**config.mk**
```make
export PLATFORM = sky130hd
export DESIGN_NAME = uart_core
export DESIGN_NICKNAME = d
export VERILOG_FILES = /design/src/rtl/uart_core.sv
export SDC_FILE = /design/constraint.sdc
export NUM_CORES = 1
export LEC_CHECK = 0
export CAP_MARGIN = 20
export CORE_ASPECT_RATIO = 0.7
export CORE_MARGIN = 1.5
export CORE_UTILIZATION = 45
export DETAILED_ROUTE_END_ITERATION = 7
export HOLD_SLACK_MARGIN = 0.08
export PLACE_DENSITY = 0.67
export SYNTH_ARGS = -nofsm -noshare
export SYNTH_HDL_FRONTEND = slang
export SYNTH_SLANG_ARGS = --single-unit
```
**constraint.sdc**
```tcl
create_clock -name clk -period 2.6 [get_ports clk]
set_input_delay 0.78 -clock clk [delete_from_list [all_inputs] [get_ports clk]]
set_output_delay 0.78 -clock clk [all_outputs]
set_load 0.005 [all_outputs]
```
**src/rtl/uart_core.sv**
```systemverilog
// Full-duplex UART with a shared 16x oversampling tick, ready/valid TX and glitch-filtered RX.
// Optional parity bit in both directions when UART_PARITY_EN is defined (sense set by PARITY_ODD).
module uart_core #(
   parameter int DATA_BITS  = 8,
   parameter int STOP_BITS  = 1,
   parameter int DIV_W      = 16,
   parameter int PARITY_ODD = 0
) (
   input  logic                 clk,
   input  logic                 areset_n,
   input  logic [DIV_W-1:0]     divisor,
   input  logic [DATA_BITS-1:0] tx_data,
   input  logic                 tx_valid,
   output logic                 tx_ready,
   output logic                 tx,
   input  logic                 rx,
   output logic [DATA_BITS-1:0] rx_data,
   output logic                 rx_valid,
   output logic                 rx_frame_err,
   output logic                 rx_parity_err,
   output logic [2:0]           tx_state_o,
   output logic [2:0]           rx_state_o
);

   // Handshake: a byte is taken on any posedge where tx_valid && tx_ready; tx_ready is high only in IDLE.
   typedef enum logic [2:0] {
      ST_IDLE   = 3'd0,
      ST_START  = 3'd1,
      ST_DATA   = 3'd2,
`ifdef UART_PARITY_EN
      ST_PARITY = 3'd3,
`endif
      ST_STOP   = 3'd4
   } state_e;

   logic [1:0]           rst_pipe_q;
   logic                 rst_n;
   logic [DIV_W-1:0]     cnt_q, cnt_d;
   logic                 tick;

   state_e               tx_state_q, tx_state_d;
   logic [DATA_BITS-1:0] tx_shift_q, tx_shift_d;
   logic [3:0]           tx_tcnt_q, tx_tcnt_d;
   logic [3:0]           tx_bcnt_q, tx_bcnt_d;
   logic                 tx_bit_end;

   state_e               rx_state_q, rx_state_d;
   logic [1:0]           rx_sync_q;
   logic                 rx_s;
   logic [DATA_BITS-1:0] rx_shift_q, rx_shift_d;
   logic [3:0]           rx_tcnt_q, rx_tcnt_d;
   logic [3:0]           rx_bcnt_q, rx_bcnt_d;
   logic                 rx_bit_end, rx_half;
   logic [DATA_BITS-1:0] rx_data_q, rx_data_d;
   logic                 rx_valid_q, rx_valid_d;
   logic                 rx_ferr_q, rx_ferr_d;

`ifdef UART_PARITY_EN
   localparam logic PAR_SENSE = (PARITY_ODD != 0);
   logic tx_par_q, tx_par_d;
   logic rx_ppend_q, rx_ppend_d;
   logic rx_perr_q, rx_perr_d;
`endif

   // Reset asserts asynchronously but is released in step with clk.
   always_ff @(posedge clk or negedge areset_n) begin
      if (!areset_n) rst_pipe_q <= 2'b00;
      else           rst_pipe_q <= {rst_pipe_q[0], 1'b1};
   end
   assign rst_n = rst_pipe_q[1];

   // ">=" so a divisor lowered below the current count still wraps at once.
   assign tick  = (divisor <= DIV_W'(1)) || (cnt_q >= divisor - DIV_W'(1));
   assign cnt_d = tick ? '0 : cnt_q + DIV_W'(1);

   assign tx_bit_end = tick && (tx_tcnt_q == 4'd15);
   assign rx_bit_end = tick && (rx_tcnt_q == 4'd15);
   assign rx_half    = tick && (rx_tcnt_q == 4'd7);
   assign rx_s       = rx_sync_q[1];

   always_comb begin
      tx_state_d = tx_state_q;
      tx_shift_d = tx_shift_q;
      tx_tcnt_d  = tick ? tx_tcnt_q + 4'd1 : tx_tcnt_q;
      tx_bcnt_d  = tx_bcnt_q;
`ifdef UART_PARITY_EN
      tx_par_d   = tx_par_q;
`endif
      case (tx_state_q)
         ST_IDLE: if (tx_valid) begin
            tx_state_d = ST_START;
            tx_shift_d = tx_data;
            tx_tcnt_d  = 4'd0;
            tx_bcnt_d  = 4'd0;
`ifdef UART_PARITY_EN
            tx_par_d   = (^tx_data) ^ PAR_SENSE;
`endif
         end
         ST_START: if (tx_bit_end) tx_state_d = ST_DATA;
         ST_DATA: if (tx_bit_end) begin
            tx_shift_d = tx_shift_q >> 1;
            tx_bcnt_d  = tx_bcnt_q + 4'd1;
            if (tx_bcnt_q == 4'(DATA_BITS - 1)) begin
               tx_bcnt_d  = 4'd0;
`ifdef UART_PARITY_EN
               tx_state_d = ST_PARITY;
`else
               tx_state_d = ST_STOP;
`endif
            end
         end
`ifdef UART_PARITY_EN
         ST_PARITY: if (tx_bit_end) tx_state_d = ST_STOP;
`endif
         ST_STOP: if (tx_bit_end) begin
            tx_bcnt_d = tx_bcnt_q + 4'd1;
            if (tx_bcnt_q == 4'(STOP_BITS - 1)) tx_state_d = ST_IDLE;
         end
         default: tx_state_d = ST_IDLE;
      endcase
   end

   always_comb begin
      tx = 1'b1;
      case (tx_state_q)
         ST_START:  tx = 1'b0;
         ST_DATA:   tx = tx_shift_q[0];
`ifdef UART_PARITY_EN
         ST_PARITY: tx = tx_par_q;
`endif
         default:   tx = 1'b1;
      endcase
   end

   always_comb begin
      rx_state_d = rx_state_q;
      rx_shift_d = rx_shift_q;
      rx_tcnt_d  = tick ? rx_tcnt_q + 4'd1 : rx_tcnt_q;
      rx_bcnt_d  = rx_bcnt_q;
      rx_data_d  = rx_data_q;
      rx_valid_d = 1'b0;
      rx_ferr_d  = rx_ferr_q;
`ifdef UART_PARITY_EN
      rx_ppend_d = rx_ppend_q;
      rx_perr_d  = rx_perr_q;
`endif
      case (rx_state_q)
         ST_IDLE: if (!rx_s) begin
            rx_state_d = ST_START;
            rx_tcnt_d  = 4'd0;
         end
         // Mid start bit: a line already back high was only a glitch.
         ST_START: if (rx_half) begin
            rx_tcnt_d  = 4'd0;
            rx_bcnt_d  = 4'd0;
            rx_state_d = rx_s ? ST_IDLE : ST_DATA;
         end
         ST_DATA: if (rx_bit_end) begin
            rx_shift_d = {rx_s, rx_shift_q[DATA_BITS-1:1]};
            rx_bcnt_d  = rx_bcnt_q + 4'd1;
            if (rx_bcnt_q == 4'(DATA_BITS - 1)) begin
`ifdef UART_PARITY_EN
               rx_state_d = ST_PARITY;
`else
               rx_state_d = ST_STOP;
`endif
            end
         end
`ifdef UART_PARITY_EN
         ST_PARITY: if (rx_bit_end) begin
            rx_ppend_d = rx_s ^ (^rx_shift_q) ^ PAR_SENSE;
            rx_state_d = ST_STOP;
         end
`endif
         // Only the first stop bit is checked so a following start edge is caught early.
         ST_STOP: if (rx_bit_end) begin
            rx_state_d = ST_IDLE;
            rx_valid_d = 1'b1;
            rx_data_d  = rx_shift_q;
            rx_ferr_d  = ~rx_s;
`ifdef UART_PARITY_EN
            rx_perr_d  = rx_ppend_q;
`endif
         end
         default: rx_state_d = ST_IDLE;
      endcase
   end

   always_ff @(posedge clk or negedge rst_n) begin
      if (!rst_n) begin
         cnt_q      <= '0;
         tx_state_q <= ST_IDLE;
         tx_shift_q <= '0;
         tx_tcnt_q  <= 4'd0;
         tx_bcnt_q  <= 4'd0;
         rx_state_q <= ST_IDLE;
         rx_sync_q  <= 2'b11;
         rx_shift_q <= '0;
         rx_tcnt_q  <= 4'd0;
         rx_bcnt_q  <= 4'd0;
         rx_data_q  <= '0;
         rx_valid_q <= 1'b0;
         rx_ferr_q  <= 1'b0;
`ifdef UART_PARITY_EN
         tx_par_q   <= 1'b0;
         rx_ppend_q <= 1'b0;
         rx_perr_q  <= 1'b0;
`endif
      end else begin
         cnt_q      <= cnt_d;
         tx_state_q <= tx_state_d;
         tx_shift_q <= tx_shift_d;
         tx_tcnt_q  <= tx_tcnt_d;
         tx_bcnt_q  <= tx_bcnt_d;
         rx_state_q <= rx_state_d;
         rx_sync_q  <= {rx_sync_q[0], rx};
         rx_shift_q <= rx_shift_d;
         rx_tcnt_q  <= rx_tcnt_d;
         rx_bcnt_q  <= rx_bcnt_d;
         rx_data_q  <= rx_data_d;
         rx_valid_q <= rx_valid_d;
         rx_ferr_q  <= rx_ferr_d;
`ifdef UART_PARITY_EN
         tx_par_q   <= tx_par_d;
         rx_ppend_q <= rx_ppend_d;
         rx_perr_q  <= rx_perr_d;
`endif
      end
   end

   assign tx_ready     = (tx_state_q == ST_IDLE);
   assign rx_data      = rx_data_q;
   assign rx_valid     = rx_valid_q;
   assign rx_frame_err = rx_ferr_q;
   assign tx_state_o   = tx_state_q;
   assign rx_state_o   = rx_state_q;
`ifdef UART_PARITY_EN
   assign rx_parity_err = rx_perr_q;
`else
   // Constant 0; the comparison only keeps PARITY_ODD referenced in this build.
   assign rx_parity_err = (PARITY_ODD < 0);
`endif

endmodule

```
==> out/metrics.cfg <==
[detailed_routing]
routed_wl_mm = 10.1
drt_iter0_drc = 120
wire_per_inst_um = 17.4
drt-pass1-iter-count = 4
drtAntennaViolNets = 0
routed_via_density = 5.50
drc = 0
vias = 3173

[synth]
synth.ff_latch_count = 68
synth_area_leaders = dfrtp_1 (43%), ha_1 (7.9%), mux2_2 (5.6%)
syn_area_um2 = 3800
yosysMostFrequentCell = dfrtp_1
yosysTopAreaCell = dfrtp_1
yosysTopAreaCellShare_pct = 43.4
yosysUniqueCellTypes = 61
seq_area_frac_synth_pct = 44.8
synthArstFlopShare_pct = 100
synth_cells = 357
avgSynthCellArea_um2 = 10.7
synth_ff_type = dfrtp_1
synth_edf_count = 0
synthTopCellsByCount = dfrtp_1 (66), nor2_1 (37), ha_1 (24)
syn_nets = 409
yosys_warnings = 0

[placement]
numPortBuffers = 45
dp_hpwl_mm = 6.32
dp_cells = 542
gp_congestion = 0.881

[setup_path]
path_max_fanout = 6
end_kind = register
startpoint_type = input port
crit_required_ns = 2.82
path_class = in2reg
r2r_cells = 10
worstPathArrival_ns = 3.79

[floorplanning]
rows = 27
initial_utilization_pct = 47.3
core_area_um2 = 8040
dieArea_um2 = 9030
die_w_um = 113
die_h_um = 79.9
io-pin-count = 47

[clocking]
holdBufCountCts = 0
cts_buffers = 9
clkSinkCount = 68
clock_path_buffers = 2
path_clk_slew_ns = 0.06
htree_levels = 3
clk_latency_ns = 0.33
cts_root_buffer = clkbuf_16
cts_tree = yes

[power_and_ir_drop]
p_leak_uw = 0.00262
switching_power_uw = 1120
power_frac_comb_pct = 28.5
power_frac_seq_pct = 36.7
clkPwrFrac_pct = 34.7
power_density_nw_per_um2 = 649
peakVddDrop_uv = 413
p_sw_share_pct = 30.1
power.internal_uw = 2600

[layout]
nNetsFinal = 523
area_delta_synth_final_pct = 50.7
drive_above_1_share_pct = 39.1
seqCellArea_um2 = 1710
antenna-diode-count = 0
multiInputGateArea_um2 = 2500
final_util_pct = 71.3
fill_cells = 581
final_cells = 577

[outcome]
outcome = finished, violations left
violations = negative setup slack

[timing]
layout_min_cycle_time_ns = 3.58
rsz0062_at_grt = yes
hold_viol = 0
max_slew_margin_pct = 51.7
fin_ws_ns = -0.979
period_share_pct = 138
max_slew.worst_pin.slew_ns = 0.725
slew_viol_final = 0
setup_violations = 64
clock.fmax_mhz = 279
skew_ns = 0.00581

[global_routing]
grt_pass1_vias = 3230
grt_max_degree = 37
grt_overflow = 0
grt_pass1_wl_mm = 16.1
grt_usage_pct = 23.4
antenna_found_initial = 0

[job]
maxCapViolCount = 0

[min_path]
holdCritPathClass = reg2async

==> worst paths after layout <==
check                              start       endpoint  slack (ns)
setup reg to reg                cnt_q[1]   tx_bcnt_q[0]       -0.15
hold reg to reg            rst_pipe_q[1]  rx_state_o[0]        0.32
hold / removal             rst_pipe_q[1]  rx_state_o[0]        0.32
max in group asynchronous  rst_pipe_q[1]  tx_shift_q[3]        1.62
setup / recovery              divisor[6]     rx_data[6]       -0.98
min in group clk           rst_pipe_q[0]  rst_pipe_q[1]        0.36
==> state kept, by name, summed over array words and instances, names as in the netlist <==
signal / flops
cnt_q: 16
rx_data: 8
rx_shift_q: 8
tx_shift_q: 8
rx_bcnt_q: 4
rx_tcnt_q: 4
tx_bcnt_q: 4
tx_tcnt_q: 4
rx_state_o: 3
tx_state_o: 3
rst_pipe_q: 2
rx_sync_q: 2
rx_frame_err: 1
rx_valid: 1
==> cell type report <==
class                   instances  share of cell area [%]
clock inverters                 6                    1.55
well taps                     101                    2.20
multi-input cells             271                    43.6
repair buffers                110                    18.2
clock buffers                  10                    3.99
inverters                      11                   0.720
flip-flops and latches         68                    29.7
==> cell families after synthesis <==
logic type | synth area share (%)
xor gates and xnor gates | 7.60
other | 0.197
AOI/OAI and AO/OA | 11.3
muxes | 5.89
buffers and inverters | 2.50
and+or+nand+nor | 19.9
adders and majority gates | 7.89
DFF | 44.8
==> timing repair <==
action	in CTS	in global routing
gates cloned	1	1
resized for setup	71	50
endpoints found under the setup margin	64	65
buffers inserted	14	4
pin swaps	27	8
==> through the flow <==
stage          total power [µW]  TNS (ns)  worst slack (ns)  hold slack [ns]  area [µm²]
6_report                   3720    -56.82            -0.979            0.323        5730
5_1_grt                    3910    -66.66             -1.13            0.363        5730
4_1_cts                    3550    -56.80             -1.03            0.358        5450
3_5_place_dp               2150   -103.34             -1.80            0.337        4830
3_3_place_gp               2110    -97.16             -1.67            0.341        4830
2_1_floorplan              1830    -60.73             -1.18            0.331        3950
==> cell usage in the layout, fill, tap and decap left out, types with 5 or more instances in the layout <==
cell / Yosys / routed
nand2_1: 23 / 19
nor2_1: 37 / 19
buf_4: 1 / 49
a21oi_1: 13 / 5
clkbuf_16: 0 / 10
a21oi_2: 0 / 8
nor2b_1: 6 / 6
clkdlybuf4s50_1: 0 / 35
buf_6: 2 / 12
inv_1: 11 / 10
dfrtp_1: 66 / 65
nor3_1: 11 / 6
xor2_1: 15 / 15
o221a_2: 7 / 7
or3_1: 9 / 9
nand3_1: 13 / 12
nor2_4: 0 / 15
xnor2_1: 18 / 16
dlygate4sd2_1: 0 / 6
ha_1: 24 / 23
mux2_4: 0 / 19
and3_1: 6 / 6
==> worst max-delay path, cell delays in order <==
cell	delay [ns]
buf_6	0.09
or4_4	0.57
nor4_4	0.18
nand2b_2	0.14
nor3_4	0.13
xnor2_1	0.09
ha_1	0.31
nand4_1	0.11
buf_4	0.17
nor3_2	0.20
buf_6	0.17
o311a_4	0.27
nand4_4	0.21
mux2_4	0.37
==> routing by layer <==
layer	wire length (µm)	vias up	share of wire, %	global-route usage (%)
met5	0	-	0	0
met4	79	0	0.78	6.88
met3	392	11	3.9	6.45
met2	4780	51	47	36.1
met1	4810	1592	48	32.4
li1	-	1519	-	-
==> power groups by stage <==
stage	combinational, µW	clock, µW	sequential, µW
3_5_place_dp	779	0	1370
6_report	1060	1290	1370
4_1_cts	872	1320	1360
2_1_floorplan	477	0	1350
5_1_grt	1160	1370	1390
3_3_place_gp	752	0	1360
Power figures use the tool's default switching activity.
